File: src/rtl/latch_debouncer_if.sv
// latch_debouncer_if
//   Groups the level/strobe signals between the latch and the debouncer.
//   master : drives din/en, observes dout/rise/fall/busy (latch side / bench)
//   slave  : the debouncer itself
//   din  - raw latch output level (asynchronous to clk, may bounce)
//   en   - sampling enable (mirror of the latch enable)
//   dout - debounced registered level
//   rise - one-cycle strobe on dout 0->1
//   fall - one-cycle strobe on dout 1->0
//   busy - a candidate level change is being counted
interface latch_debouncer_if;
  logic din;
  logic en;
  logic dout;
  logic rise;
  logic fall;
  logic busy;

  modport master (output din, en, input dout, rise, fall, busy);
  modport slave  (input din, en, output dout, rise, fall, busy);
endinterface

File: src/rtl/latch_debouncer.sv
// latch_debouncer
//   Brings the transparent latch output into the clk domain through a
//   SYNC_STAGES flop synchroniser, then accepts a new level only after
//   DEBOUNCE_CYCLES consecutive synchronised samples differ from the current
//   dout. Dropping en while counting aborts the candidate change.
// Parameters
//   SYNC_STAGES     2..4      synchroniser depth
//   DEBOUNCE_CYCLES 2..65535  matching samples needed to accept a new level
//   CNT_W           derived   counter width
// Ports
//   clk   - rising-edge clock
//   rst_n - asynchronous active-low reset
//   bus   - latch_debouncer_if.slave (din/en in; dout/rise/fall/busy out,
//           all outputs registered)
module latch_debouncer #(
  parameter int SYNC_STAGES     = 2,
  parameter int DEBOUNCE_CYCLES = 8,
  parameter int CNT_W           = $clog2(DEBOUNCE_CYCLES + 1)
) (
  input  logic                clk,
  input  logic                rst_n,
  latch_debouncer_if.slave    bus
);

  typedef enum logic {STABLE = 1'b0, COUNT = 1'b1} state_t;

  localparam logic [CNT_W-1:0] CNT_LAST = CNT_W'(DEBOUNCE_CYCLES - 1);

  logic [SYNC_STAGES-1:0] sync_pipe;
  logic                   sync;

  state_t                 state_q, state_nxt;
  logic [CNT_W-1:0]       cnt_q, cnt_nxt;
  logic                   dout_q, dout_nxt;
  logic                   rise_q, rise_nxt;
  logic                   fall_q, fall_nxt;
  logic                   busy_q;

  // Synchroniser runs independently of en so that, when en returns, the
  // comparison is against a fresh sample rather than a stale one.
  always_ff @(posedge clk or negedge rst_n) begin
    if (!rst_n) sync_pipe <= '0;
    else        sync_pipe <= {sync_pipe[SYNC_STAGES-2:0], bus.din};
  end

  assign sync = sync_pipe[SYNC_STAGES-1];

  always_ff @(posedge clk or negedge rst_n) begin
    if (!rst_n) begin
      state_q <= STABLE;
      cnt_q   <= '0;
      dout_q  <= 1'b0;
      rise_q  <= 1'b0;
      fall_q  <= 1'b0;
      busy_q  <= 1'b0;
    end else begin
      state_q <= state_nxt;
      cnt_q   <= cnt_nxt;
      dout_q  <= dout_nxt;
      rise_q  <= rise_nxt;
      fall_q  <= fall_nxt;
      busy_q  <= (state_nxt == COUNT);
    end
  end

  // Counter holds the number of mismatching samples seen so far; the sample
  // that would make it DEBOUNCE_CYCLES commits instead, so it never reaches
  // that value and cannot wrap.
  always_comb begin
    state_nxt = state_q;
    cnt_nxt   = '0;
    dout_nxt  = dout_q;
    rise_nxt  = 1'b0;
    fall_nxt  = 1'b0;
    unique case (state_q)
      STABLE: begin
        if (bus.en && (sync != dout_q)) begin
          state_nxt = COUNT;
          cnt_nxt   = CNT_W'(1);
        end
      end
      COUNT: begin
        // Abort is checked first so an en drop on the completing sample
        // suppresses the update.
        if (!bus.en) begin
          state_nxt = STABLE;
        end else if (sync == dout_q) begin
          state_nxt = STABLE;
        end else if (cnt_q == CNT_LAST) begin
          state_nxt = STABLE;
          dout_nxt  = sync;
          rise_nxt  = sync;
          fall_nxt  = ~sync;
        end else begin
          cnt_nxt   = cnt_q + CNT_W'(1);
        end
      end
      default: state_nxt = STABLE;
    endcase
  end

  assign bus.dout = dout_q;
  assign bus.rise = rise_q;
  assign bus.fall = fall_q;
  assign bus.busy = busy_q;

endmodule

File: src/flat_wrapper.sv
// flat-port wrapper written by rule: the top's interface ports become plain ports
module latch_debouncer_flat 
#(
  parameter int SYNC_STAGES     = 2,
  parameter int DEBOUNCE_CYCLES = 8,
  parameter int CNT_W           = $clog2(DEBOUNCE_CYCLES + 1)
)
  (clk, rst_n, bus_din, bus_en, bus_dout, bus_rise, bus_fall, bus_busy);
  latch_debouncer_if bus_i ();
  input  logic clk;
  input  logic rst_n;
  input wire logic [$bits(bus_i.din)-1:0] bus_din;
  input wire logic [$bits(bus_i.en)-1:0] bus_en;
  output wire logic [$bits(bus_i.dout)-1:0] bus_dout;
  output wire logic [$bits(bus_i.rise)-1:0] bus_rise;
  output wire logic [$bits(bus_i.fall)-1:0] bus_fall;
  output wire logic [$bits(bus_i.busy)-1:0] bus_busy;
  assign bus_i.din = bus_din;
  assign bus_i.en = bus_en;
  assign bus_dout = bus_i.dout;
  assign bus_rise = bus_i.rise;
  assign bus_fall = bus_i.fall;
  assign bus_busy = bus_i.busy;
  latch_debouncer #(.SYNC_STAGES(SYNC_STAGES), .DEBOUNCE_CYCLES(DEBOUNCE_CYCLES), .CNT_W(CNT_W)) u_core (.clk(clk), .rst_n(rst_n), .bus(bus_i));
endmodule
File: config.mk
export PLATFORM = sky130hd
export DESIGN_NAME = latch_debouncer_flat
export DESIGN_NICKNAME = d
export VERILOG_FILES = /design/src/rtl/latch_debouncer_if.sv /design/src/rtl/latch_debouncer.sv /design/src/flat_wrapper.sv
export SDC_FILE = /design/constraint.sdc
export NUM_CORES = 1
export LEC_CHECK = 0
export ABC_AREA = 1
export CAP_MARGIN = 40
export CORE_AREA = 5 5 42 44
export DETAILED_ROUTE_END_ITERATION = 12
export DIE_AREA = 0 0 47 49
export PLACE_DENSITY = 0.56
export SETUP_SLACK_MARGIN = 0.4
export SKIP_LAST_GASP = 1
export SYNTH_ARGS = -nofsm -noshare
export SYNTH_HDL_FRONTEND = slang
export SYNTH_SLANG_ARGS = --single-unit
File: constraint.sdc
create_clock -name clk -period 1.42 [get_ports clk]
set_input_delay 0.355 -clock clk [delete_from_list [all_inputs] [get_ports clk]]
set_output_delay 0.355 -clock clk [all_outputs]
set_load 0.02 [all_outputs]
==> Word level (Yosys, flattened, before mapping) <==
Cells that the tools add are included.
{ "op_classes": {"add_sub_neg": 1, "eq_ne": 3, "muxes": 18, "bitwise_logic": 3, "reduce_logical": 2} }
{ "op_table": {"columns": ["cell", "count"], "rows": [
  ["two-way mux 1 bit", 13],
  ["two-way mux 4 bit", 3],
  ["case mux 4 bit (2 select lines)", 1],
  ["adder 4 x 1 -> 4 bit (second input constant)", 1],
  ["equality test 4 x 3 -> 1 bit (second input constant)", 1],
  ["AND reduction 4 bit", 1],
  ["inverter 1 bit", 3],
  ["case mux 1 bit (2 select lines)", 1],
  ["equality test 1 bit", 1],
  ["logical AND 1 bit", 1],
  ["inequality test 1 bit", 1]
]} }
{ "totals": {"reg_bits": 10, "in_bits": 4, "word_cells": 33} }

==> Logic depth before layout (Yosys ltp) <==
{ "depth": {"word_depth": 5, "ltp_mapped": 6, "ltp_nobuf": 6} }

==> Least setup slack after synthesis <==
No wires, ideal clock.
{ "synth_timing": {"path_type": "reg2reg", "startpoint": "register u_core.cnt_q[0]", "endpoint": "register u_core.dout_q (netlist: u_core.bus.dout)", "setup_time_ns": 0.118, "t_arrival_ns": 0.918, "setup_slack_ns": 0.384, "path_stages_with_launch": 7, "period_less_slack_ns": 1.036, "path_cell_list": "dfrtp_1 -> ha_1 -> nand2_2 -> nor2_2 -> nand2_1 -> nand2_1 -> nand2_1"} }
{ "synth_via": {"elab_chain_len": 2} }
{ "synth_rtl": {"columns": ["item", "line_no", "text"], "rows": [
  ["start, declared", "latch_debouncer.sv:33", "logic [CNT_W-1:0] cnt_q, cnt_nxt;"],
  ["start signal, assigned", "latch_debouncer.sv:58", "cnt_q <= cnt_nxt;"],
  ["equality test 4 x 3 -> 1 bit", "latch_debouncer.sv:89", "end else if (cnt_q == CNT_LAST) begin"],
  ["AND reduction 4 bit (no source line)", null, null],
  ["end signal, assigned", "latch_debouncer.sv:59", "dout_q <= dout_nxt;"],
  ["end, declared", "latch_debouncer.sv:34", "logic dout_q, dout_nxt;"]
]} }
No other way between the ends.
A chain may end at the register's enable or synchronous reset.

==> flow_summary_export.csv <==
group,metric,value,unit
status,outcome,"finished clean",
sta,rsz0062_at_grt,"true",
clock_network,cts-buffers-inserted,3,
placement,hpwlAfterDp,481.4,microns
sta,hold_viol,0,
floorplan,rows,14,
critical_path,crit_type,"register to primary output",
detailed_routing,drc,0,
synthesis,ys_warn_count,0,
sta,min_period,1133,ps
finish,final_util,0.4098,
clock_network,cts_tree,"yes",
synthesis,synth_seq_cells,10,
synthesis,seq_area_frac_synth,0.6309,
clock_network,cts_max_path_buffers,2,
sta,setup_ws,287.4,ps
hold_path,min-delay-start,"u_core.sync_pipe[0]",
placement,numPortBuffers,7,
finish,drive_gt1_frac,0.4074,
critical_path,r2r-end,"u_core.bus.dout",
sta,fmax,882.9,MHz
global_routing,grt_pass1_vias,308,
pwr,power_frac_seq,0.581,
clock_network,htreeDepth,1,
sta,drv_slew,0,
detailed_routing,firstDrtPassIters,2,
pwr,swShare,0.2047,
synthesis,mappedNetlistNets,46,
clock_network,clkLatencyLatePin,250,ps
global_routing,grt_pass1_wl,1.269,mm
pwr,p_int,0.0004064,W
clock_network,cts_root_buffer,"clkbuf_4",
critical_path,cpLargestDelayFamily,"flip-flops",
critical_path,cp.depth,1,
pwr,max-vdd-ir-drop,474.6,uV
floorplan,coreArea,0.001401,sq mm
critical_path,slowest_stage,"dfrtp_1",
critical_path,reg2reg_depth,7,
flow_run,maxCapViolations,0,
finish,final_cells,70,
finish,nets,61,
detailed_routing,routed_wl,682,microns
critical_path,worstPathBufferInverterCount,1,
synthesis,syn_avg_cell_area,9.674,sq um
placement,place.gp.congestion,0.6713,
critical_path,arrival,780,ps
sta,skew,3.164,ps
detailed_routing,wl_per_cell,9.743,microns
critical_path,critPathLaunch,"u_core.state_q",
sta,min_period_over_period,0.7976,
critical_path,cp_data_required_time,1070,ps
synthesis,syn_inst,41,
finish,areaGrowthSynthToFinish,44.80,%
floorplan,die_w,47,microns
hold_path,hold_path_class,"register to register",
pwr,pwr-share-clk,0.342,
pwr,p_leak,0.2818,nW
critical_path,reg2reg_from,"u_core.bus.dout",
critical_path,cp_slowest_stage_delay,390,ps
clock_network,cts_hold_buf,0,
sta,fin_tns_setup,0,ps
placement,dp_cells,64,
critical_path,crit_fanout,2,
floorplan,die_area,0.002303,sq mm
clock_network,clk_pin_slew,60,ps
critical_path,crit_end,"bus_busy",
detailed_routing,viasPerCell,4.429,
critical_path,ff2ff_setup_slack,330,ps
critical_path,cp-end-kind,"primary output",
sta,max_slew_margin,0.7060,
global_routing,antenna_found_initial,0,
sta,finalSetupViolations,0,
detailed_routing,vias,310,
finish,num-fill-cells,145,
clock_network,cts_sinks,10,
floorplan,die_y,49,microns
global_routing,grt_overflow,0,
pwr,netSwitchingPower,0.0001046,W
critical_path,crit_chain,"buf_6",
global_routing,grt_usage,0.07413,
critical_path,start_kind,"register",
floorplan,ios,8,
sta,worst_slew_pin_slew,439.6,ps
global_routing,grt_max_degree,11,
synthesis,synth_cell_type_count,11,
floorplan,start_util,0.2830,
finish,antenna_cells,0,
detailed_routing,initialDrtViolationCount,4,
pwr,power_frac_comb,0.077,
synthesis,synth_area,396.6,sq um
detailed_routing,ant_nets,0,
pwr,powerDensity,889.8,mW/mm^2
pwr,fin_total_pwr,0.0005110,W
placement,dpl_worst_slack,80.49,ps
==> logic make-up after synthesis <==
| group | synth area share |
|---|---|
| XOR/XNOR | 0.02209 |
| buffers and inverters | 0.04732 |
| adder cells (fa/ha/maj) | 0.03154 |
| flip-flops | 0.6309 |
| AO/OA/AOI/OAI | 0.01261 |
| AND/OR/NAND/NOR | 0.2555 |
==> routing by layer <==
metal  wire [microns]  part of all wire  track usage  vias to the layer above
met4                0                 0      0.01382                        0
li1                 -                 -            -                      155
met1              284              0.42       0.1005                      149
met3               39             0.057      0.03690                        0
met2              359              0.53       0.1063                        6
met5                0                 0            0                        -
==> power by group through the flow <==
stage | sequential [W] | combinational, W | clock [W]
after floorplan | 0.000302 | 0.00000927 | 0
after global placement | 0.000302 | 0.0000291 | 0
after detailed placement | 0.000301 | 0.0000293 | 0
after CTS | 0.000296 | 0.0000393 | 0.000187
after global routing | 0.000297 | 0.0000445 | 0.000201
final | 0.000297 | 0.0000392 | 0.000175
==> metrics by stage <==
stage,area (sq um),hold WS [ps]
floorplan,399.1,59.41
global placement,489.2,340.6
detailed placement,489.2,345.2
CTS,569.3,358.6
global route,574.3,362.7
finish,574.3,353.9
==> sequential cells by signal (all words and copies together), names as in the netlist <==
register	flops
u_core.cnt_q	4
u_core.state_q	1
u_core.bus.rise	1
u_core.bus.fall	1
u_core.bus.dout	1
u_core.sync_pipe	2
==> worst min-delay path by stage <==
| stage | end | slack, ps | cells after the start |
|---|---|---|---|
| 2_1_floorplan | u_core.bus.dout | 60 | 0 |
| 3_3_place_gp | u_core.sync_pipe[1] | 340 | 0 |
| 3_5_place_dp | u_core.sync_pipe[1] | 350 | 0 |
| 4_1_cts | u_core.sync_pipe[1] | 360 | 0 |
| 5_1_grt | u_core.sync_pipe[1] | 360 | 0 |
| 6_report | u_core.sync_pipe[1] | 350 | 0 |
==> cell usage after synthesis, drive strengths merged <==
| master | number | area (sq um) |
|---|---|---|
| dfrtp | 10 | 250.2 |
| ha | 1 | 12.51 |
| inv | 5 | 18.77 |
| nand2 | 10 | 40.04 |
| nand3 | 4 | 20.02 |
| nand4 | 1 | 6.260 |
| nor2 | 8 | 35.03 |
| o21ai | 1 | 5.000 |
| xnor2 | 1 | 8.760 |
==> timing repair <==
action	in CTS	in global routing
endpoints found under the setup margin	12	12
setup buffers	3	0
gates resized for setup	33	2
pin swaps	4	2
==> cell usage in the layout (no fill, tap or decap), drive strengths merged <==
master / count
buf: 7
inv: 5
nor2: 8
dfrtp: 10
nand3: 4
nand2: 10
dlygate4sd2: 1
xnor2: 1
clkdlybuf4s50: 2
ha: 1
nand4: 1
o21ai: 1
clkbuf: 3
==> area by class of cell <==
cell class / instances / area (sq um) / area share
sequential: 10 / 250.2 / 0.4357
multi-input combinational: 26 / 166.4 / 0.2898
timing repair buffer: 10 / 96.34 / 0.1678
clock buffer: 3 / 22.52 / 0.03922
tap: 16 / 20.02 / 0.03486
inverter: 5 / 18.77 / 0.03268
Note: power is estimated with default switching activity, not from simulation.
